--- src/rtl/mem_stage_ctrl.sv ---
// LC-3b MEM-stage controller: decodes the EX/MEM instruction, runs the data-memory
// read/write/resp handshake (byte, word, LDI/STI double access, TRAP vector) and stalls until done.
module mem_stage_ctrl #(
  parameter bit SEXT_LDB = 1'b1
) (
  input  logic        clk,
  input  logic        reset_n,
  input  logic        ex_mem_valid,
  input  logic [3:0]  ex_mem_opcode,
  input  logic [15:0] ex_mem_alu_out,
  input  logic [15:0] ex_mem_sr2real,
  input  logic [15:0] ex_mem_trap_out,
  input  logic [15:0] mem_rdata,
  input  logic        mem_resp,
  output logic [15:0] mem_address,
  output logic        mem_read,
  output logic        mem_write,
  output logic [1:0]  mem_wmask,
  output logic [15:0] mem_wdata,
  output logic [15:0] mem_stage_data,
  output logic        stall
);

  localparam logic [3:0] OP_LDB  = 4'b0010;
  localparam logic [3:0] OP_LDW  = 4'b0110;
  localparam logic [3:0] OP_STB  = 4'b0011;
  localparam logic [3:0] OP_STW  = 4'b0111;
  localparam logic [3:0] OP_LDI  = 4'b1010;
  localparam logic [3:0] OP_STI  = 4'b1011;
  localparam logic [3:0] OP_TRAP = 4'b1111;

  typedef enum logic [1:0] {IDLE, ACC1, ACC2, DONE} state_t;

  state_t      state_q, state_d;
  logic [15:0] ptr_q, ptr_d;
  logic [15:0] data_q, data_d;

  logic        is_ldb, is_ldw, is_stb, is_stw, is_ldi, is_sti, is_trap;
  logic        mem_op, byte_op;
  logic [15:0] acc1_addr;
  logic [7:0]  ldb_byte;
  logic [15:0] ldb_val;

  always_comb begin
    is_ldb  = (ex_mem_opcode == OP_LDB);
    is_ldw  = (ex_mem_opcode == OP_LDW);
    is_stb  = (ex_mem_opcode == OP_STB);
    is_stw  = (ex_mem_opcode == OP_STW);
    is_ldi  = (ex_mem_opcode == OP_LDI);
    is_sti  = (ex_mem_opcode == OP_STI);
    is_trap = (ex_mem_opcode == OP_TRAP);
    mem_op  = ex_mem_valid & (is_ldb | is_ldw | is_stb | is_stw | is_ldi | is_sti | is_trap);
    byte_op = is_ldb | is_stb;

    acc1_addr = is_trap ? ex_mem_trap_out : ex_mem_alu_out;
    if (!byte_op) acc1_addr[0] = 1'b0;

    ldb_byte = ex_mem_alu_out[0] ? mem_rdata[15:8] : mem_rdata[7:0];
    ldb_val  = SEXT_LDB ? {{8{ldb_byte[7]}}, ldb_byte} : {8'h00, ldb_byte};
  end

  // Access states decode the live opcode without gating on ex_mem_valid so that
  // an access in flight always runs to completion even if the instruction is flushed.
  always_comb begin
    state_d     = state_q;
    ptr_d       = ptr_q;
    data_d      = data_q;
    mem_address = 16'h0000;
    mem_read    = 1'b0;
    mem_write   = 1'b0;
    mem_wmask   = 2'b00;
    mem_wdata   = 16'h0000;
    stall       = 1'b0;

    unique case (state_q)
      IDLE: begin
        stall = mem_op;
        if (mem_op) state_d = ACC1;
      end
      ACC1: begin
        stall       = 1'b1;
        mem_address = acc1_addr;
        if (is_stb) begin
          mem_write = 1'b1;
          mem_wdata = {ex_mem_sr2real[7:0], ex_mem_sr2real[7:0]};
          mem_wmask = ex_mem_alu_out[0] ? 2'b10 : 2'b01;
        end else if (is_stw) begin
          mem_write = 1'b1;
          mem_wdata = ex_mem_sr2real;
          mem_wmask = 2'b11;
        end else begin
          mem_read = 1'b1;
        end
        if (mem_resp) begin
          if (is_ldi | is_sti) begin
            ptr_d   = mem_rdata;
            state_d = ACC2;
          end else begin
            state_d = DONE;
            if (is_ldb)                data_d = ldb_val;
            else if (is_ldw | is_trap) data_d = mem_rdata;
          end
        end
      end
      ACC2: begin
        stall       = 1'b1;
        mem_address = {ptr_q[15:1], 1'b0};
        if (is_sti) begin
          mem_write = 1'b1;
          mem_wdata = ex_mem_sr2real;
          mem_wmask = 2'b11;
        end else begin
          mem_read = 1'b1;
        end
        if (mem_resp) begin
          state_d = DONE;
          if (!is_sti) data_d = mem_rdata;
        end
      end
      DONE: state_d = IDLE;
      default: state_d = IDLE;
    endcase
  end

  always_ff @(posedge clk) begin
    if (!reset_n) begin
      state_q <= IDLE;
      ptr_q   <= 16'h0000;
      data_q  <= 16'h0000;
    end else begin
      state_q <= state_d;
      ptr_q   <= ptr_d;
      data_q  <= data_d;
    end
  end

  assign mem_stage_data = data_q;

endmodule

--- config.mk ---
export PLATFORM = sky130hd
export DESIGN_NAME = mem_stage_ctrl
export DESIGN_NICKNAME = d
export VERILOG_FILES = /design/src/rtl/mem_stage_ctrl.sv
export SDC_FILE = /design/constraint.sdc
export NUM_CORES = 1
export LEC_CHECK = 0
export ABC_CLOCK_PERIOD_IN_PS = 4960
export CORE_ASPECT_RATIO = 0.6
export CORE_UTILIZATION = 30
export CTS_BUF_LIST = sky130_fd_sc_hd__clkbuf_4 sky130_fd_sc_hd__clkbuf_8 sky130_fd_sc_hd__clkbuf_16
export DETAILED_ROUTE_END_ITERATION = 10
export DONT_BUFFER_PORTS = 1
export GPL_ROUTABILITY_DRIVEN = 0
export MAX_ROUTING_LAYER = met4
export PLACE_DENSITY = 0.46
export SYNTH_ARGS = -nofsm -noshare
export SYNTH_HDL_FRONTEND = slang
export SYNTH_SLANG_ARGS = --single-unit
--- constraint.sdc ---
create_clock -name clk -period 4.96 [get_ports clk]
set_input_delay 0.744 -clock clk [delete_from_list [all_inputs] [get_ports clk]]
set_output_delay 0.744 -clock clk [all_outputs]
set_load 0.03 [all_outputs]
# ---- Word level (Yosys, flattened, before mapping)
# Cells that the tools add are included.
dict set report word_totals {
  ff_bits 34
  latchBits 0
  mem_bits_rw 0
  mem_bits_ro 0
  in_bits 72
  out_inout_bits 53
  n_memories 0
}
dict set report op_classes {
  add_sub_neg 0
  n_mul 0
  div_mod_pow 0
  magnitude_cmp 0
  eq_ne 16
  shift 0
  n_mux 34
  n_bitwise 10
  n_reduce_logical 6
}
# cell count
set op_table {}
lappend op_table {{$mux W16} 10}
lappend op_table {{$pmux W16 S2} 3}
lappend op_table {{$mux W2} 7}
lappend op_table {{$eq A4 B4 Y1 const B} 3}
lappend op_table {{$ne A2 B2 Y1 const B} 5}
lappend op_table {{$or A1 B1 Y1} 9}
lappend op_table {{$eq A4 B2 Y1 const B} 2}
lappend op_table {{$eq A4 B3 Y1 const B} 2}
lappend op_table {{$mux W1} 8}
lappend op_table {{$mux W8} 1}
lappend op_table {{$pmux W2 S4} 1}
lappend op_table {{$pmux W1 S2} 3}
lappend op_table {{$reduce_and A3 Y1} 2}
lappend op_table {{$reduce_and A6 Y1} 1}
lappend op_table {{$eq A2 B2 Y1 const B} 2}
lappend op_table {{$pmux W2 S2} 1}
lappend op_table {{$ne A3 B3 Y1 const B} 1}
lappend op_table {{$eq A2 B1 Y1 const B} 1}
lappend op_table {{$logic_not A2 Y1} 1}
lappend op_table {{$reduce_bool A2 Y1} 1}
lappend op_table {{$reduce_or A2 Y1} 1}
lappend op_table {{$and A1 B1 Y1} 1}

# ---- Depth between registers and ports, before layout
# Gate-level depths: netlist of run 1.
dict set report logic_depth {
  depth_word 10
  mapped_depth 8
  depth_no_buf 6
}

# ---- Worst setup path before layout of run 1
# No wires, ideal clock.
dict set report synth_path {
  path_kind {input port to output port}
  start {input port ex_mem_opcode[1]}
  end {output port mem_address[11]}
  t_arrival_ns 2.280
  t_required_ns 4.216
  path_slack_ns 1.936
  stages 7
  cell_sequence {buf_6 and2_4 buf_6 nand3_2 buf_4 mux2i_1 o21ai_0}
}
dict set report synth_via {
  elab_chain_cells 3
}
# item line_no
set synth_lines {}
lappend synth_lines {{start, declared} 9} ;# input logic [3:0] ex_mem_opcode,
lappend synth_lines {{$eq A4 B4 Y1} 51} ;# is_trap = (ex_mem_opcode == OP_TRAP);
lappend synth_lines {{$mux W16} 55} ;# acc1_addr = is_trap ? ex_mem_trap_out : ex_mem_alu_out;
lappend synth_lines {{$pmux W16 S2} 75} ;# unique case (state_q)
lappend synth_lines {{end, declared} 15} ;# output logic [15:0] mem_address,
# Every way passes these cells.

# ---- Worst setup path after layout of run 1
dict set report layout_path {
  start {register state_q[0]}
  end {output port mem_wdata[6]}
}
dict set report layout_via {
  elab_chain_cells 2
  word_cells_on_any_way 3
  classes_between {eq/ne: 2; mux: 1}
}
# item line_no
set layout_lines {}
lappend layout_lines {{start, declared} 34} ;# state_t state_q, state_d;
lappend layout_lines {{start signal, assigned} 131} ;# state_q <= state_d;
lappend layout_lines {{$eq A2 B2 Y1 / $eq A2 B1 Y1 (equally long branches)} 75}
lappend layout_lines {{$pmux W16 S2 (*)} 75}
lappend layout_lines {{end, declared} 19} ;# output logic [15:0] mem_wdata,
# Every way passes the cells marked *; elsewhere a longest branch is shown, timed or not.

==> impl_metrics.json, run 1 <==
{
  "netlist.top_cell.by_area": "dfxtp_1",
  "wirelength_mm": 7.00,
  "dp_hpwl_mm": 5.19,
  "io_buffers": 0,
  "grt_max_degree": 34,
  "endpoint_kind": "output port",
  "vias_per_cell": 5.42,
  "drive_gt1_frac": 0.112,
  "hp-class": "flop to flop",
  "drc": 0,
  "vdd_ir_drop_max_mv": 0.179,
  "r2r_cells": 6,
  "vias": 2109,
  "ctsResizeCount": 0,
  "finClkSkew_ns": 0.00433,
  "finalMaxSlewViolations": 0,
  "die_area_sq_um": 8140,
  "status": "completed",
  "clk_pin_slew_ns": 0.05,
  "ys_warn_count": 0,
  "ant_nets": 0,
  "grt_pass1_wl_mm": 10.4,
  "nets": 361,
  "syn_area_per_cell_sq_um": 7.72,
  "insertion_delay_ns": 0.27,
  "crit_fanout": 11,
  "grt_pass1_vias": 1870,
  "async_reset_ff_frac": 0,
  "fillers": 789,
  "dpl_cell_area_sq_um": 2330,
  "cts_root_buf": "clkbuf_16",
  "cts_buffers": 5,
  "arrival_ns": 2.55,
  "dr.pass1.iters": 4,
  "synthTopCellsByArea": "dfxtp_1, mux2i_1, nand2_1, a21oi_1, o21ai_0",
  "post_cts_buffers": 0,
  "cpPeakStageDelay_ns": 0.56,
  "slowest_stage": "o21a_1",
  "grt_overflow_total": 0,
  "ctsHoldBuffers": 0,
  "fin_area_sq_um": 2500,
  "yosysUniqueCellTypes": 39,
  "tritoncts": "done",
  "synth_top_area_frac": 0.283,
  "antenna_found_initial": 0,
  "syn_to_final_growth_pct": 7.41,
  "clk_path_buf_depth": 2,
  "timing.fmax_mhz": 304,
  "max_cap_viol_count": 0,
  "dominantRegCellSynth": "dfxtp_1",
  "die_x_um": 116,
  "finalSetupTns_ns": 0,
  "synth_edf_count": 0,
  "rsz0062_at_grt": "no",
  "initial_core_util": 0.316,
  "finalCriticalPeriod_ns": 3.29,
  "min_path_cells": 2,
  "p_leak_uw": 0.000927,
  "power-per-cell-area_nw_per_um2": 468,
  "crit_chain": "inv_1 > ha_1 > and3_1 > o21a_1 > and2_1",
  "hold_violations": 0,
  "seqCellArea_sq_um": 661,
  "cts.sinks": 33,
  "multi_input_area_sq_um": 1500,
  "ys_seq_area_frac": 0.283,
  "max-slew-margin-rel": 0.274,
  "die_h_um": 70.3,
  "antenna_cells": 0,
  "cts.htree.levels": 2,
  "finalSetupViolations": 0,
  "wire_per_inst_um": 18.0,
  "worstSetupPathType": "flop to output port",
  "drt-initial-drc-count": 82,
  "syn_inst": 302,
  "worstMarginPinSlew_ns": 1.09,
  "synth_nets": 379,
  "track_usage": 0.176,
  "std_cell_rows": 24,
  "io_pins": 125,
  "fin_crit_sh": 0.664,
  "startpoint_type": "flop",
  "synth_seq_cells": 33,
  "required_ns": 4.22,
  "coreArea_sq_um": 7390,
  "synth.cell_area_sq_um": 2330
}
==> area by class of cell <==
cell class,instances,area share
Clock buffer,7,0.0585
Inverter,7,0.0105
Multi-Input combinational cell,235,0.597
Tap cell,104,0.0520
Sequential cell,33,0.264
Clock inverter,1,0.0120
Timing Repair Buffer,2,0.00600
==> worst max-delay path, delay by kind of cell (launching register included) <==
family          cells  cell delay (ns)
compound gates      1             0.56
flops               1             0.35
simple gates        2             0.83
fa+ha+maj           1             0.38
buf+inv             1             0.13
==> registers in the layout, indices dropped and copies added (netlist names) <==
name / count
state_q: 2
ptr_q: 15
mem_stage_data: 16
==> path summary, 6_finish.rpt <==
path	startpoint	endpoint	slack [ns]
setup / recovery	state_q[0]	mem_wdata[6]	1.67
setup reg to reg	state_q[0]	mem_stage_data[8]	2.37
hold reg to reg	ptr_q[9]	ptr_q[9]	0.45
hold / removal	ptr_q[9]	ptr_q[9]	0.45
==> metrics by stage <==
stage | utilization | worst slack (ns) | hold slack, ns | cells | total power [uW]
2_1_floorplan | - | 1.94 | 0.437 | 302 | 744
3_3_place_gp | 0.315 | 1.83 | 0.445 | 381 | 811
3_5_place_dp | 0.315 | 1.83 | 0.447 | 381 | 811
4_1_cts | 0.339 | 1.63 | 0.455 | 389 | 1180
5_1_grt | 0.339 | 1.42 | 0.469 | 389 | 1240
6_report | 0.339 | 1.67 | 0.454 | 389 | 1170
==> power breakdown <==
group,internal [uW],switching (uW),total (uW)
logic,132,297,429
clock network,256,109,365
registers,299,78.3,378
total,687,485,1170
==> routing by layer <==
metal  wire length, um  track usage
met5                 0            -
met4                51       0.0356
met3               708       0.0703
met2              2720        0.232
met1              3520        0.247
==> cells in the final DEF, fill, tap and decap left out, types with 2 or more instances in the layout <==
cell type	count
a311oi_1	3
nor2b_1	5
o21a_1	3
mux2i_1	24
buf_4	2
and2_1	9
o21ai_0	36
clkbuf_16	5
a311oi_2	4
nor2_1	5
dfxtp_1	33
a22oi_1	4
nand2_1	54
nand4_1	11
ha_1	5
nand3_1	2
mux2_2	4
a31o_2	10
a21oi_1	40
inv_1	7
==> synth_stat cells (2+ instances only) <==
master / count
nand2_1: 54
buf_4: 3
and2_1: 9
a22oi_1: 4
a311oi_2: 4
buf_2: 10
o21a_1: 3
dfxtp_1: 33
a311oi_1: 3
nand3_1: 2
buf_6: 3
a21oi_1: 40
nor2_1: 5
o21ai_0: 36
inv_1: 7
clkbuf_1: 10
a31o_2: 10
ha_1: 5
mux2_2: 4
mux2i_1: 24
nand4_1: 11
nor2b_1: 5
==> kinds of logic after synthesis <==
| family | share of synthesized area |
|---|---|
| adders and majority gates | 0.0268 |
| and+or+nand+nor | 0.202 |
| muxes | 0.122 |
| buffers and inverters | 0.0751 |
| AOI/OAI and AO/OA | 0.290 |
| DFF | 0.283 |
No activity file was read; power rests on OpenSTA's default activity.
==> inputs of run 2 (changes only) <==
--- a/config.mk
+++ b/config.mk
@@ -5,7 +5,7 @@
 export SDC_FILE = /design/constraint.sdc
 export NUM_CORES = 1
 export LEC_CHECK = 0
-export ABC_CLOCK_PERIOD_IN_PS = 4960
+export ABC_CLOCK_PERIOD_IN_PS = 2900
 export CORE_ASPECT_RATIO = 0.6
 export CORE_UTILIZATION = 30
 export CTS_BUF_LIST = sky130_fd_sc_hd__clkbuf_4 sky130_fd_sc_hd__clkbuf_8 sky130_fd_sc_hd__clkbuf_16
@@ -13,7 +13,7 @@
 export DONT_BUFFER_PORTS = 1
 export GPL_ROUTABILITY_DRIVEN = 0
 export MAX_ROUTING_LAYER = met4
-export PLACE_DENSITY = 0.46
+export PLACE_DENSITY = 0.47
 export SYNTH_ARGS = -nofsm -noshare
 export SYNTH_HDL_FRONTEND = slang
 export SYNTH_SLANG_ARGS = --single-unit
==> constraint.sdc (replaced) <==
create_clock -name clk -period 2.9 [get_ports clk]
set_input_delay 0.435 -clock clk [delete_from_list [all_inputs] [get_ports clk]]
set_output_delay 0.435 -clock clk [all_outputs]
set_load 0.03 [all_outputs]
==> run 2 against run 1 <==
Routed wire length increased by 2.5%. Critical path depth unchanged. Clock-buffer cell count unchanged. Clock power increased by 51%. Final area increased by 8.0%. Worst hold slack got worse by 0.16 ns. Total power increased by 73%. Via count increased by 4.0%. Sequential share of layout area decreased by 2.0 points. Combinational power increased by 93%. Non-clock buffer count increased by 29. First-iteration DRC count increased by 51%. Critical path type unchanged. Largest power group unchanged.
==> impl_metrics.json, run 2 (synthesis results as in run 1) <==
{
  "vias_per_cell": 5.25,
  "drc": 0,
  "dp_hpwl_mm": 5.42,
  "antenna_cells": 0,
  "arrival_ns": 2.22,
  "finClkSkew_ns": 0.00372,
  "dpl_cell_area_sq_um": 2540,
  "seqCellArea_sq_um": 661,
  "startpoint_type": "flop",
  "finalMaxSlewViolations": 0,
  "largest_register_ffs": 16,
  "endpoint_kind": "output port",
  "die_x_um": 116,
  "dr.pass1.iters": 4,
  "fillers": 787,
  "cts.htree.levels": 2,
  "status": "completed",
  "post_cts_buffers": 0,
  "power-per-cell-area_nw_per_um2": 749,
  "required_ns": 2.47,
  "insertion_delay_ns": 0.27,
  "p_leak_uw": 0.00107,
  "syn_to_final_growth_pct": 16.0,
  "cts_buffers": 5,
  "grt_overflow_total": 0,
  "timing.fmax_mhz": 377,
  "io_buffers": 0,
  "tritoncts": "done",
  "wire_per_inst_um": 17.2,
  "ant_nets": 0,
  "finalCriticalPeriod_ns": 2.65,
  "finalSetupViolations": 0,
  "drive_gt1_frac": 0.197,
  "slowest_stage": "ha_1",
  "crit_chain": "inv_1 > ha_1 > and3_2 > o21a_1 > and2_1",
  "cts.sinks": 33,
  "die_h_um": 70.3,
  "fin_area_sq_um": 2700,
  "worstSetupPathType": "flop to output port",
  "vdd_ir_drop_max_mv": 0.345,
  "rsz0062_at_grt": "no",
  "cts_root_buf": "clkbuf_16",
  "track_usage": 0.183,
  "antenna_found_initial": 0,
  "layout_commonest_cell": "nand2_1",
  "max-slew-margin-rel": 0.441,
  "drt-initial-drc-count": 124,
  "die_area_sq_um": 8140,
  "vias": 2194,
  "final_cell_mix": "nand2_1, a21oi_1, o21ai_0",
  "hp-class": "input pin to flop",
  "grt_pass1_vias": 1983,
  "clk_path_buf_depth": 2,
  "cpPeakStageDelay_ns": 0.37,
  "fin_crit_sh": 0.915,
  "multi_input_area_sq_um": 1500,
  "finalSetupTns_ns": 0,
  "initial_core_util": 0.316,
  "io_pins": 125,
  "worstMarginPinSlew_ns": 0.838,
  "crit_fanout": 11,
  "wirelength_mm": 7.18,
  "grt_max_degree": 24,
  "coreArea_sq_um": 7390,
  "grt_pass1_wl_mm": 11.0,
  "final_util": 0.366,
  "nets": 390,
  "std_cell_rows": 24,
  "max_cap_viol_count": 0,
  "clk_pin_slew_ns": 0.06,
  "hold_violations": 0
}
==> run 2: changes by cell type in the layout (fill, tap and decap cells not counted) <==
cell       before  now
buf_4           2   31
and3_2          0    1
clkbuf_8        1    2
clkinv_2        0    1
clkbuf_4        1    0
and3_1          1    0
bufinv_16       1    0
==> run 2: repair_timing <==
action                     CTS  global route
setup endpoints to repair    0             9
gates resized for setup      0             1
hold buffers                 0             0
==> run 2: routing by layer <==
metal	track usage	wire [um]
met5	-	0
met4	0.0171	13
met3	0.0608	546
met2	0.229	2840
met1	0.281	3780
==> run 2: through the flow <==
| step | total power [uW] | instances | hold WS [ns] | worst slack [ns] |
|---|---|---|---|---|
| after floorplan | 1270 | 302 | 0.437 | 0.494 |
| after global placement | 1470 | 410 | 0.444 | 0.508 |
| after detailed placement | 1480 | 410 | 0.449 | 0.438 |
| after CTS | 2030 | 418 | 0.290 | 0.141 |
| after global routing | 2150 | 418 | 0.304 | 0.0988 |
| final | 2020 | 418 | 0.294 | 0.246 |
==> run 2: path summary, 6_finish.rpt <==
| path | from | end | slack (ns) | depth (start not counted) |
|---|---|---|---|---|
| min | mem_rdata[1] | ptr_q[1] | 0.29 | 2 |
| max | state_q[0] | mem_wdata[6] | 0.25 | 5 |
| max reg2reg | state_q[1] | mem_stage_data[3] | 0.80 | 8 |
| min reg2reg | ptr_q[6] | ptr_q[6] | 0.46 | 2 |
==> run 2: cell type report <==
type,count,area share
multi-input cells,235,0.553
flip-flops and latches,33,0.244
repair buffers,31,0.0861
clock buffers,7,0.0565
well taps,104,0.0481
inverters,7,0.00972
clock inverters,1,0.00185
==> run 2: worst max-delay path, delay by kind of cell, from the launching register on <==
| kind | cells | cell delay, ns |
|---|---|---|
| AND/OR/NAND/NOR | 2 | 0.73 |
| adder cells (fa/ha/maj) | 1 | 0.37 |
| flip-flops | 1 | 0.35 |
| AO/OA/AOI/OAI | 1 | 0.34 |
| buffers and inverters | 1 | 0.14 |
==> run 2: where the power goes <==
part	switching, uW	leakage, uW	internal (uW)	total (uW)
logic	528	0.000726	301	828
clock network	188	0.0000799	363	551
registers	132	0.000267	512	644
==> inputs of run 3 (changes only) <==
--- a/config.mk
+++ b/config.mk
@@ -7,13 +7,13 @@
 export LEC_CHECK = 0
 export ABC_CLOCK_PERIOD_IN_PS = 2900
 export CORE_ASPECT_RATIO = 0.6
-export CORE_UTILIZATION = 30
+export CORE_UTILIZATION = 45
 export CTS_BUF_LIST = sky130_fd_sc_hd__clkbuf_4 sky130_fd_sc_hd__clkbuf_8 sky130_fd_sc_hd__clkbuf_16
 export DETAILED_ROUTE_END_ITERATION = 10
 export DONT_BUFFER_PORTS = 1
 export GPL_ROUTABILITY_DRIVEN = 0
 export MAX_ROUTING_LAYER = met4
-export PLACE_DENSITY = 0.47
+export PLACE_DENSITY = 0.64
 export SYNTH_ARGS = -nofsm -noshare
 export SYNTH_HDL_FRONTEND = slang
 export SYNTH_SLANG_ARGS = --single-unit
==> run 3 against run 2 <==
Register-to-register slack better by 0.02 ns. Worst setup slack improved by 0.016 ns. Routed wire length fell by 8.2%. Sequential power is 0.6% lower. Final area decreased by 4.0%. Clock power shrank 19%. Global-route usage rose by 6.2 points.
==> impl_metrics.json, run 3 (synthesis results as in run 1) <==
{
  "status": "completed",
  "finalSetupViolations": 0,
  "r2r_slack_ns": 0.82,
  "fillers": 487,
  "cpPeakStageDelay_ns": 0.42,
  "slowest_stage": "and3_1",
  "min_to": "ptr_q[4]",
  "tritoncts": "done",
  "r2r_start": "state_q[1]",
  "crit_fanout": 11,
  "ant_nets": 0,
  "grt_pass1_wl_mm": 9.80,
  "die_h_um": 57.8,
  "grt_pass1_vias": 1883,
  "finalCriticalPeriod_ns": 2.64,
  "hp-class": "input pin to flop",
  "required_ns": 2.47,
  "grt_max_degree": 34,
  "hold_violations": 0,
  "seqCellArea_sq_um": 661,
  "multi_input_area_sq_um": 1500,
  "startpoint_type": "flop",
  "wire_per_inst_um": 17.6,
  "arrival_ns": 2.20,
  "vias": 2227,
  "clk_path_buf_depth": 2,
  "rsz0062_at_grt": "no",
  "worstSetupPathType": "flop to output port",
  "fin_crit_sh": 0.910,
  "cts_root_buf": "clkbuf_8",
  "coreArea_sq_um": 4780,
  "cts_buffers": 5,
  "antenna_found_initial": 0,
  "worstMarginPinSlew_ns": 1.08,
  "grt_overflow_total": 0,
  "drive_gt1_frac": 0.192,
  "endpoint_kind": "output port",
  "finalMaxSlewViolations": 0,
  "post-place-cells": 367,
  "hold_ws_ns": 0.267,
  "drt-initial-drc-count": 166,
  "vias_per_cell": 5.94,
  "ctsHoldBuffers": 0,
  "wirelength_mm": 6.59,
  "io_buffers": 0,
  "die_area_sq_um": 5480,
  "vdd_ir_drop_max_mv": 0.431,
  "layout_commonest_cell": "nand2_1",
  "post_cts_buffers": 0,
  "timing.fmax_mhz": 379,
  "max-slew-margin-rel": 0.279,
  "power-per-cell-area_nw_per_um2": 732,
  "final_util": 0.543,
  "nets": 388,
  "insertion_delay_ns": 0.30,
  "cts.sinks": 33,
  "largest_register_ffs": 16,
  "track_usage": 0.244,
  "clk_pin_slew_ns": 0.07,
  "antenna_cells": 0,
  "min_from": "mem_rdata[4]",
  "min_path_cells": 2,
  "p_leak_uw": 0.00104,
  "initial_core_util": 0.488,
  "cts.htree.levels": 2,
  "ctsResizeCount": 0,
  "finalSetupTns_ns": 0,
  "syn_to_final_growth_pct": 11.3,
  "die_x_um": 94.9,
  "fin_cells": 375,
  "crit_chain": "inv_1 > ha_1 > and3_1 > o21a_2 > and2_1",
  "finClkSkew_ns": 0.00360,
  "drc": 0,
  "dr.pass1.iters": 4,
  "dp_hpwl_mm": 5.04,
  "r2r_end": "mem_stage_data[5]",
  "std_cell_rows": 19,
  "total_power_uw": 1900,
  "r2r_cells": 7,
  "io_pins": 125,
  "final_cell_mix": "nand2_1, a21oi_1, o21ai_0",
  "max_cap_viol_count": 0
}
==> run 3: cell count changes in the layout (fill, tap and decap cells not counted), sizes merged <==
cell	delta
buf	-2
clkbuf	-2
bufinv	+1
clkinvlp	+1
==> run 3: power by group <==
group / leakage [uW] / total [uW] / internal [uW] / switching (uW)
Combinational: 0.000718 / 815 / 297 / 518
Sequential: 0.000267 / 640 / 511 / 129
Clock: 0.0000543 / 446 / 257 / 188
==> run 3: metrics by stage <==
stage                     worst slack [ns]  instance area, sq um
after CTS                            0.162                  2590
after global placement               0.544                  2480
after detailed placement             0.493                  2480
after global routing                0.0988                  2590
after floorplan                      0.494                  2330
final                                0.262                  2590
==> run 3: worst max-delay path by stage <==
stage / start / end / depth (start not counted)
after floorplan: ex_mem_opcode[1] / mem_address[11] / 7
after global placement: state_q[0] / mem_wdata[3] / 5
after detailed placement: state_q[0] / mem_wdata[2] / 5
after CTS: state_q[0] / mem_wdata[2] / 5
after global routing: state_q[0] / mem_wdata[0] / 5
final: state_q[0] / mem_wdata[2] / 5
==> run 3: routing by layer <==
metal | vias up | track usage | part of all wire
met1 | 1019 | 0.343 | 0.47
met3 | 8 | 0.0840 | 0.12
met5 | - | - | 0
met4 | 0 | 0.0584 | 0.0079
met2 | 96 | 0.332 | 0.41
li1 | 1104 | - | -
==> run 3: cell type report <==
type                            count  area share
Clock buffer                        5      0.0265
Clock inverter                      3      0.0178
Inverter                            7      0.0101
Multi-Input combinational cell    235       0.577
Sequential cell                    33       0.255
Tap cell                           63      0.0304
Timing Repair Buffer               29      0.0839
==> run 3: critical path: cells and delay by family, from the launching register on <==
family,cells,cell delay [ns]
fa+ha+maj,1,0.34
buf+inv,1,0.13
flops,1,0.36
simple gates,2,0.77
compound gates,1,0.31
